--- src/rtl/sha256_defs.sv ---
// Shared constants for the SHA-256 nonce feeder: IV, FSM encodings and padding fields.
package sha256_defs;

   localparam logic [255:0] SHA256_IV = {
      32'h5be0cd19, 32'h1f83d9ab, 32'h9b05688c, 32'h510e527f,
      32'ha54ff53a, 32'h3c6ef372, 32'hbb67ae85, 32'h6a09e667
   };

   localparam logic [2:0] ST_IDLE  = 3'd0;
   localparam logic [2:0] ST_LOAD1 = 3'd1;
   localparam logic [2:0] ST_WAIT1 = 3'd2;
   localparam logic [2:0] ST_LOAD2 = 3'd3;
   localparam logic [2:0] ST_WAIT2 = 3'd4;
   localparam logic [2:0] ST_CHECK = 3'd5;

   localparam logic [7:0] PAD_BYTE = 8'h80;
   localparam int         LEN_HDR  = 640;
   localparam int         LEN_HASH = 256;

   // Bytes 62..63 of the final block carry the bit length big-endian.
   function automatic logic [15:0] len_field(input logic [15:0] bits);
      return {bits[7:0], bits[15:8]};
   endfunction

endpackage

--- src/rtl/sha256_word_bswap.sv ---
// Reverses the byte order inside each of the eight 32-bit words of a 256-bit digest.
module sha256_word_bswap (
   input  logic [255:0] words,
   output logic [255:0] swapped
);

   for (genvar k = 0; k < 8; k++) begin : g_word
      for (genvar j = 0; j < 4; j++) begin : g_byte
         assign swapped[32*k + 8*j +: 8] = words[32*k + 8*(3-j) +: 8];
      end
   end

endmodule

--- src/rtl/sha256_nonce_feeder.sv ---
// Nonce sequencer driving an external sha256_chunk through two passes per nonce.
// Define SHA_FEEDER_TARGET_EN to add a 256-bit target port and a full digest compare.
module sha256_nonce_feeder
   import sha256_defs::*;
#(
   parameter int CHUNK_LAT = 64
) (
   input  logic         clk,
   input  logic         reset,
   input  logic         work_valid,
   output logic         work_ready,
   input  logic [255:0] midstate,
   input  logic [95:0]  hdr_tail,
   input  logic [31:0]  nonce_start,
   input  logic [31:0]  nonce_end,
   input  logic         abort,
`ifdef SHA_FEEDER_TARGET_EN
   input  logic [255:0] target,
`endif
   output logic [511:0] core_data,
   output logic [255:0] core_V,
   output logic         core_start,
   input  logic [255:0] core_hash,
   output logic         result_valid,
   output logic [31:0]  result_nonce,
   output logic         busy,
   output logic         done
);

   localparam int CW = (CHUNK_LAT > 1) ? $clog2(CHUNK_LAT) : 1;
`ifdef SHA_FEEDER_TARGET_EN
   localparam int H2W = 256;
`else
   localparam int H2W = 32;
`endif

   logic [2:0]     state;
   logic [255:0]   mid_q;
   logic [95:0]    tail_q;
   logic [31:0]    end_q;
   logic [31:0]    nonce;
   logic [255:0]   h1;
   logic [H2W-1:0] h2;
   logic [CW-1:0]  cnt;
   logic [255:0]   h1_sw;
   logic [511:0]   hdr_blk;
   logic [511:0]   hash_blk;
   logic           wait_last;
   logic           hit;

   sha256_word_bswap u_h1_bswap (.words(h1), .swapped(h1_sw));

`ifdef SHA_FEEDER_TARGET_EN
   logic [255:0] h2_sw;
   sha256_word_bswap u_h2_bswap (.words(h2), .swapped(h2_sw));
   assign hit = (h2_sw <= target);
`else
   // Only H7 is kept for the default compare.
   assign hit = (h2 == '0);
`endif

   assign hdr_blk   = {len_field(16'(LEN_HDR)), 360'b0, PAD_BYTE, nonce, tail_q};
   assign hash_blk  = {len_field(16'(LEN_HASH)), 232'b0, PAD_BYTE, h1_sw};
   assign wait_last = (cnt == CW'(CHUNK_LAT - 1));
   assign work_ready = (state == ST_IDLE);
   assign busy       = (state != ST_IDLE);

   always_ff @(posedge clk) begin
      if (reset) begin
         state        <= ST_IDLE;
         mid_q        <= '0;
         tail_q       <= '0;
         end_q        <= '0;
         nonce        <= '0;
         h1           <= '0;
         h2           <= '0;
         cnt          <= '0;
         core_data    <= '0;
         core_V       <= '0;
         core_start   <= 1'b0;
         result_valid <= 1'b0;
         result_nonce <= '0;
         done         <= 1'b0;
      end else begin
         core_start   <= 1'b0;
         result_valid <= 1'b0;
         done         <= 1'b0;
         // Abort outranks everything, including a hit being reported in CHECK.
         if (abort && state != ST_IDLE) begin
            state <= ST_IDLE;
            done  <= 1'b1;
         end else begin
            case (state)
               ST_IDLE: if (work_valid) begin
                  mid_q  <= midstate;
                  tail_q <= hdr_tail;
                  end_q  <= nonce_end;
                  nonce  <= nonce_start;
                  state  <= ST_LOAD1;
               end
               ST_LOAD1: begin
                  core_V     <= mid_q;
                  core_data  <= hdr_blk;
                  core_start <= 1'b1;
                  cnt        <= '0;
                  state      <= ST_WAIT1;
               end
               ST_WAIT1: if (wait_last) begin
                  h1    <= core_hash;
                  state <= ST_LOAD2;
               end else begin
                  cnt <= cnt + 1'b1;
               end
               ST_LOAD2: begin
                  core_V     <= SHA256_IV;
                  core_data  <= hash_blk;
                  core_start <= 1'b1;
                  cnt        <= '0;
                  state      <= ST_WAIT2;
               end
               ST_WAIT2: if (wait_last) begin
                  h2    <= core_hash[255 -: H2W];
                  state <= ST_CHECK;
               end else begin
                  cnt <= cnt + 1'b1;
               end
               ST_CHECK: begin
                  if (hit) begin
                     result_valid <= 1'b1;
                     result_nonce <= nonce;
                  end
                  if (nonce == end_q) begin
                     done  <= 1'b1;
                     state <= ST_IDLE;
                  end else begin
                     nonce <= nonce + 32'd1;
                     state <= ST_LOAD1;
                  end
               end
               default: state <= ST_IDLE;
            endcase
         end
      end
   end

endmodule

--- config.mk ---
export PLATFORM = sky130hd
export DESIGN_NAME = sha256_nonce_feeder
export DESIGN_NICKNAME = d
export VERILOG_FILES = /design/src/rtl/sha256_defs.sv /design/src/rtl/sha256_word_bswap.sv /design/src/rtl/sha256_nonce_feeder.sv
export SDC_FILE = /design/constraint.sdc
export NUM_CORES = 2
export LEC_CHECK = 0
export ABC_CLOCK_PERIOD_IN_PS = 5400
export BUFFER_PORTS_ARGS = -buffer_cell sky130_fd_sc_hd__buf_2
export CAP_MARGIN = 20
export CORE_AREA = 5 5 580 582
export CTS_BUF_LIST = sky130_fd_sc_hd__clkbuf_2 sky130_fd_sc_hd__clkbuf_4 sky130_fd_sc_hd__clkbuf_8
export CTS_CLUSTER_DIAMETER = 60
export DETAILED_ROUTE_END_ITERATION = 12
export DIE_AREA = 0 0 585 587
export GPL_ROUTABILITY_DRIVEN = 0
export HOLD_SLACK_MARGIN = 0.08
export PLACE_DENSITY = 0.34
export SLEW_MARGIN = 10
export SYNTH_ARGS = -nofsm -noshare
export SYNTH_HDL_FRONTEND = slang
export SYNTH_SLANG_ARGS = --single-unit
--- constraint.sdc ---
create_clock -name clk -period 5.4 [get_ports clk]
set_clock_uncertainty 0.1 [all_clocks]
set_input_delay 0.54 -clock clk [delete_from_list [all_inputs] [get_ports clk]]
set_output_delay 0.54 -clock clk [all_outputs]
set_load 0.03 [all_outputs]
### Word level (Yosys, flattened, before mapping)

Index checks and enable logic that the tools add are counted.

| storage, ports and cells | value |
|---|---|
| logic and storage cells | 66 |
| bits in registers | 1516 |
| output and inout port bits | 805 |
| input port bits | 676 |

| operators by class | value |
|---|---|
| reduce and logical (&&, ||, !) cells | 19 |
| equal/unequal tests | 12 |
| $add $sub $neg | 2 |
| mux-type cells | 17 |
| bitwise operators | 2 |

Operator list:

| operator | count |
|---|---|
| case mux 512 bit (2 select lines) | 1 |
| case mux 256 bit (2 select lines) | 1 |
| two-way mux 32 bit | 2 |
| case mux 32 bit (2 select lines) | 1 |
| adder 32 x 1 -> 32 bit, second input constant | 1 |
| equality test 32 bit | 1 |
| logical NOT 32 bit | 1 |
| case mux 3 bit (6 select lines) | 1 |
| AND reduction 3 bit | 6 |
| case mux 6 bit (2 select lines) | 1 |
| inequality test 2 bit, second input constant | 5 |
| two-way mux 3 bit | 3 |
| adder 6 x 1 -> 6 bit, second input constant | 1 |
| equality test 3 x 2 -> 1 bit, second input constant | 2 |
| equality test 3 bit, second input constant | 2 |
| equality test 6 bit, second input constant | 1 |
| two-way mux 1 bit | 6 |
| two-way mux 6 bit | 1 |
| nonzero test 2 bit | 3 |
| OR reduction 2 bit | 3 |
| AND reduction 4 bit | 1 |
| equality test 3 x 1 -> 1 bit, second input constant | 1 |
| logical NOT 3 bit | 1 |
| nonzero test 3 bit | 1 |
| 4 further kinds | 5 |

### Logic depth before layout (Yosys ltp)

| logic depth | value |
|---|---|
| depth in word-level cells | 4 |
| gate-level depth with buffers | 10 |
| depth with buffers taken out | 7 |

### Modules after synthesis

A second synthesis with hierarchy kept.

| second synthesis, totals | value |
|---|---|
| cells, all modules | 6319 |
| area, all modules | 49789.0 sq um |

Modules (own cells, without submodules):

| module | area an instance (sq um) | cells an instance | seq. area each (sq um) | instances |
|---|---|---|---|---|
| sha256_nonce_feeder | 47867.2 | 6063 | 25264.2 | 1 |
| sha256_word_bswap | 1921.8 | 256 | 0.0 | 1 |

### Worst setup path before layout

No wires, ideal clock.

| path | value |
|---|---|
| path type | register to register |
| start | reg nonce[0] |
| end | reg nonce[28] |
| library setup time | 121 ps |
| setup slack | 3150 ps |
| arrival time | 2029 ps |
| path buffers | 1 |
| cell stages (with the launch flop) | 9 |
| clock period less this slack | 2250 ps |
| data required time | 5179 ps |
| path through | dfxtp_1 -> ha_1 -> nand3_1 -> nor4_4 -> and3_1 -> buf_6 -> a21oi_2 -> o311a_1 -> o21bai_1 |

| on the way | value |
|---|---|
| cells in the longest elaborated chain, start to end | 3 |
| elaborated cells between the ends (all ways) | 6 |
| those cells by class | add/sub: 1; eq/ne: 2; mux: 2; reduce/logical: 1 |

Ends and longest elaborated chain:

| element | line | text |
|---|---|---|
| from (decl) | sha256_nonce_feeder.sv:41 | `logic [31:0] nonce;` |
| from (signal assigned) | sha256_nonce_feeder.sv:98 | `nonce <= nonce_start;` |
| from (signal assigned) | sha256_nonce_feeder.sv:136 | `nonce <= nonce + 32'd1;` |
| adder 32 x 1 -> 32 bit or equality test 32 bit (tied branches) | sha256_nonce_feeder.sv:136, sha256_nonce_feeder.sv:132 |  |
| two-way mux 32 bit or inequality test 2 bit (tied branches) | n/a |  |
| case mux 32 bit (2 select lines) or AND reduction 4 bit (tied branches) | n/a |  |

Several ways; a longest one is shown, not always the timed one. The select of a mux whose other input is x is not followed.
A chain may end at the register's enable or synchronous reset.

### Worst setup path after layout

| path | value |
|---|---|
| start | reg state[1] |
| end | out work_ready |

| on the way | value |
|---|---|
| cells in the longest elaborated chain, start to end | 1 |

Ends and longest elaborated chain:

| element | line | text |
|---|---|---|
| from (decl) | sha256_nonce_feeder.sv:37 | `logic [2:0] state;` |
| from (signal assigned) | sha256_nonce_feeder.sv:70 | `state <= ST_IDLE;` |
| from (signal assigned) | sha256_nonce_feeder.sv:90 | `state <= ST_IDLE;` |
| from (signal assigned) | sha256_nonce_feeder.sv:99 | `state <= ST_LOAD1;` |
| logical NOT 3 bit | sha256_nonce_feeder.sv:65 | `assign work_ready = (state == ST_IDLE);` |
| to (decl) | sha256_nonce_feeder.sv:11 | `output logic work_ready,` |

Every way passes these cells.

==> impl_metrics.json <==
{
  "drt_iter0_markers": 2745,
  "mostFrequentLayoutCells": "nand2_1, dfxtp_1, buf_2",
  "numCtsBuffers": 277,
  "drive_gt1_share_pct": 22.7,
  "clock.fmax_mhz": 263,
  "route.met2.wl_um": 125000,
  "clk_path_buf_depth": 4,
  "grt_pass1_vias": 49900,
  "cts.sinks": 1262,
  "hold_viol": 0,
  "end_kind": "output port",
  "switching_power_w": 0.00691,
  "cts_max_level": 5,
  "wl_met3_um": 20000,
  "slew_headroom_pct": 23.9,
  "synth_top_area_share_pct": 52.5,
  "clk_latency_ps": 960,
  "core.rowCount": 211,
  "io_buffers": 1228,
  "final_net_count": 8552,
  "cts_tree": "built",
  "drt_first_pass_iters": 5,
  "finalSetupTns_ps": 0,
  "synth_edf_count": 0,
  "core_area_um2": 330000,
  "hold_class": "in2reg",
  "status": "finished clean",
  "leakagePower_nw": 28.4,
  "p_int_w": 0.0175,
  "post_cts_buffers": 0,
  "max_slew.worst_pin.slew_ps": 1140,
  "avgSynthCellArea_um2": 7.95,
  "layout_commonest_cell": "nand2_1",
  "required_ps": 4760,
  "antenna_left": 0,
  "vias": 49900,
  "die_width_um": 585,
  "holdPathStages": 4,
  "path_clk_slew_ps": 60,
  "rsz0062_at_grt": "no",
  "gr-total-overflow": 0,
  "antenna_found_initial": 105,
  "p_comb_share_pct": 11.6,
  "maxCapViolCount": 0,
  "synthArstFlopShare_pct": 0,
  "synth-seq-cells": 1262,
  "dp_slack_ps": 1670,
  "grt_max_degree": 149,
  "rr_worst_depth": 7,
  "vdd_drop_max_v": 0.000156,
  "syn-instance-count": 6057,
  "r2r-start": "state[2]",
  "p_seq_share_pct": 40.5,
  "io_pins": 1481,
  "maxUsedRoutingLayer": "met5",
  "root_buffer": "clkbuf_8",
  "syn-cell-area_um2": 48100,
  "wl_met1_um": 123000,
  "cp.arrival_ps": 3160,
  "setup_ws_ps": 1600,
  "min_to": "h1[86]",
  "drt-total-wl_um": 277000,
  "rr_endpoint": "result_nonce[19]",
  "min_period_ps": 3800,
  "start_kind": "register",
  "seq_area_frac_synth_pct": 52.5,
  "ff_latch_area_um2": 25300,
  "initial_core_util_pct": 14.6,
  "grt_pass1_wl_um": 387000,
  "period_share_pct": 70.3,
  "setup_violations": 0,
  "post_synth_num_cell_types": 78,
  "synthTopCellsByArea": "dfxtp_1, nand2_1, a21oi_1",
  "ys.warnings.count": 0,
  "dieArea_um2": 343000,
  "reg2reg_slack_ps": 1720,
  "multi_input_area_um2": 19800,
  "area_delta_synth_final_pct": 48.3,
  "drc": 0,
  "synth_ff_type": "dfxtp_1",
  "dieHeight_um": 587,
  "dp_hpwl_um": 200000,
  "grtUsageTotal_pct": 15.3,
  "hp-start": "core_hash[86]",
  "synth_area_leader_cell": "dfxtp_1",
  "critPathMaxFanout": 84,
  "critPathKind": "reg2out",
  "vias_per_cell": 3.99,
  "clkPwrFrac_pct": 47.9,
  "sw_frac_of_total_pct": 28.3,
  "pwr_density_cell_nw_per_um2": 342,
  "slew_violations": 0,
  "wl_per_cell_um": 22.2,
  "fillCellCount": 36900
}
[cell type report]
type	instances	share of cell area [%]
flip-flops and latches	1262	35.4
multi-input cells	4263	27.7
repair buffers	2062	20.5
well taps	4366	7.65
clock buffers	427	7.43
clock inverters	55	0.995
diodes	56	0.196
inverters	8	0.0526
[cells in the mapped netlist (all sizes together) (2+ instances only)]
cell,count
a211oi,5
a21o,2
a21oi,982
a221oi,132
a22o,4
a22oi,4
a31oi,7
a32o,3
a32oi,3
a41o,2
and2,6
and3,7
buf,390
clkbuf,385
dfxtp,1262
ha,2
inv,8
mux2,3
mux2i,5
nand2,1697
nand3,274
nand3b,3
nand4,12
nor2,296
nor2b,2
nor3,420
nor4,22
o211ai,2
o21a,2
o21ai,29
o311ai,7
o31a,4
o31ai,3
o41ai,3
or2,2
or3,3
or4,6
xnor2,8
xor2,32
[what timing repair did]
item,in CTS,in global routing
hold buffers,750,0
endpoints found under the hold margin,742,0
gates resized for setup,0,0
endpoints found under the setup margin,0,0
[kinds of logic (layout without fill, tap and decap cells)]
kind of cell	after synthesis	in the layout	share of synthesized area, %
AOI/OAI and AO/OA	1207	1207	14.1
xor gates and xnor gates	40	40	0.728
adders and majority gates	2	2	0.0520
buffers and inverters	783	2552	8.47
DFF	1262	1262	52.5
muxes	8	8	0.174
other	1	308	0.00779
and+or+nand+nor	2754	2754	24.0
[per-layer routing]
| metal | vias up | track usage (%) |
|---|---|---|
| met5 | - | 0 |
| met4 | 62 | 5.11 |
| met2 | 1776 | 24.5 |
| met3 | 418 | 3.99 |
| met1 | 24100 | 19.9 |
| li1 | 23600 | - |
[state kept, by name (all words and copies together), names as in the netlist, 3 cells and up]
register / cells
mid_q: 256
h1: 256
nonce: 32
cnt: 6
end_q: 32
result_nonce: 32
state: 3
core_V: 256
h2: 32
core_data: 258
tail_q: 96
[power groups by stage]
| stage | logic, W | registers (W) | clock network (W) |
|---|---|---|---|
| finish | 0.00282 | 0.00990 | 0.0117 |
| global route | 0.00305 | 0.00993 | 0.0126 |
| CTS | 0.00288 | 0.00990 | 0.0122 |
| detailed placement | 0.00238 | 0.0101 | 0 |
| global placement | 0.00237 | 0.0101 | 0 |
| floorplan | 0.00130 | 0.0102 | 0 |
[critical path, cell delays in order, from the launching register on]
cell,delay [ps]
dfxtp_4,410
inv_8,520
buf_12,380
nand2_1,370
inv_1,200
buf_2,220
[per-stage QoR]
| stage | power, W | hold slack (ps) | instances | utilization, % | area (µm²) |
|---|---|---|---|---|---|
| 2_1_floorplan | 0.0115 | 329 | 6308 | - | 49100 |
| 3_3_place_gp | 0.0125 | 335 | 11200 | 17.5 | 57700 |
| 3_5_place_dp | 0.0125 | 340 | 11200 | 17.5 | 57700 |
| 4_1_cts | 0.0250 | 80.1 | 12400 | 21.6 | 71300 |
| 5_1_grt | 0.0255 | 164 | 12500 | 21.6 | 71300 |
| 6_report | 0.0244 | 281 | 12500 | 21.7 | 71400 |
[how the worst max path moves through the flow]
stage,startpoint,endpoint,cells after the start
after global placement,state[2],result_nonce[18],7
after global routing,state[1],work_ready,5
final,state[1],work_ready,5
after floorplan,nonce[0],nonce[28],8
after CTS,state[1],work_ready,5
after detailed placement,state[2],result_nonce[15],7
Note: power is estimated with default switching activity, not from simulation.
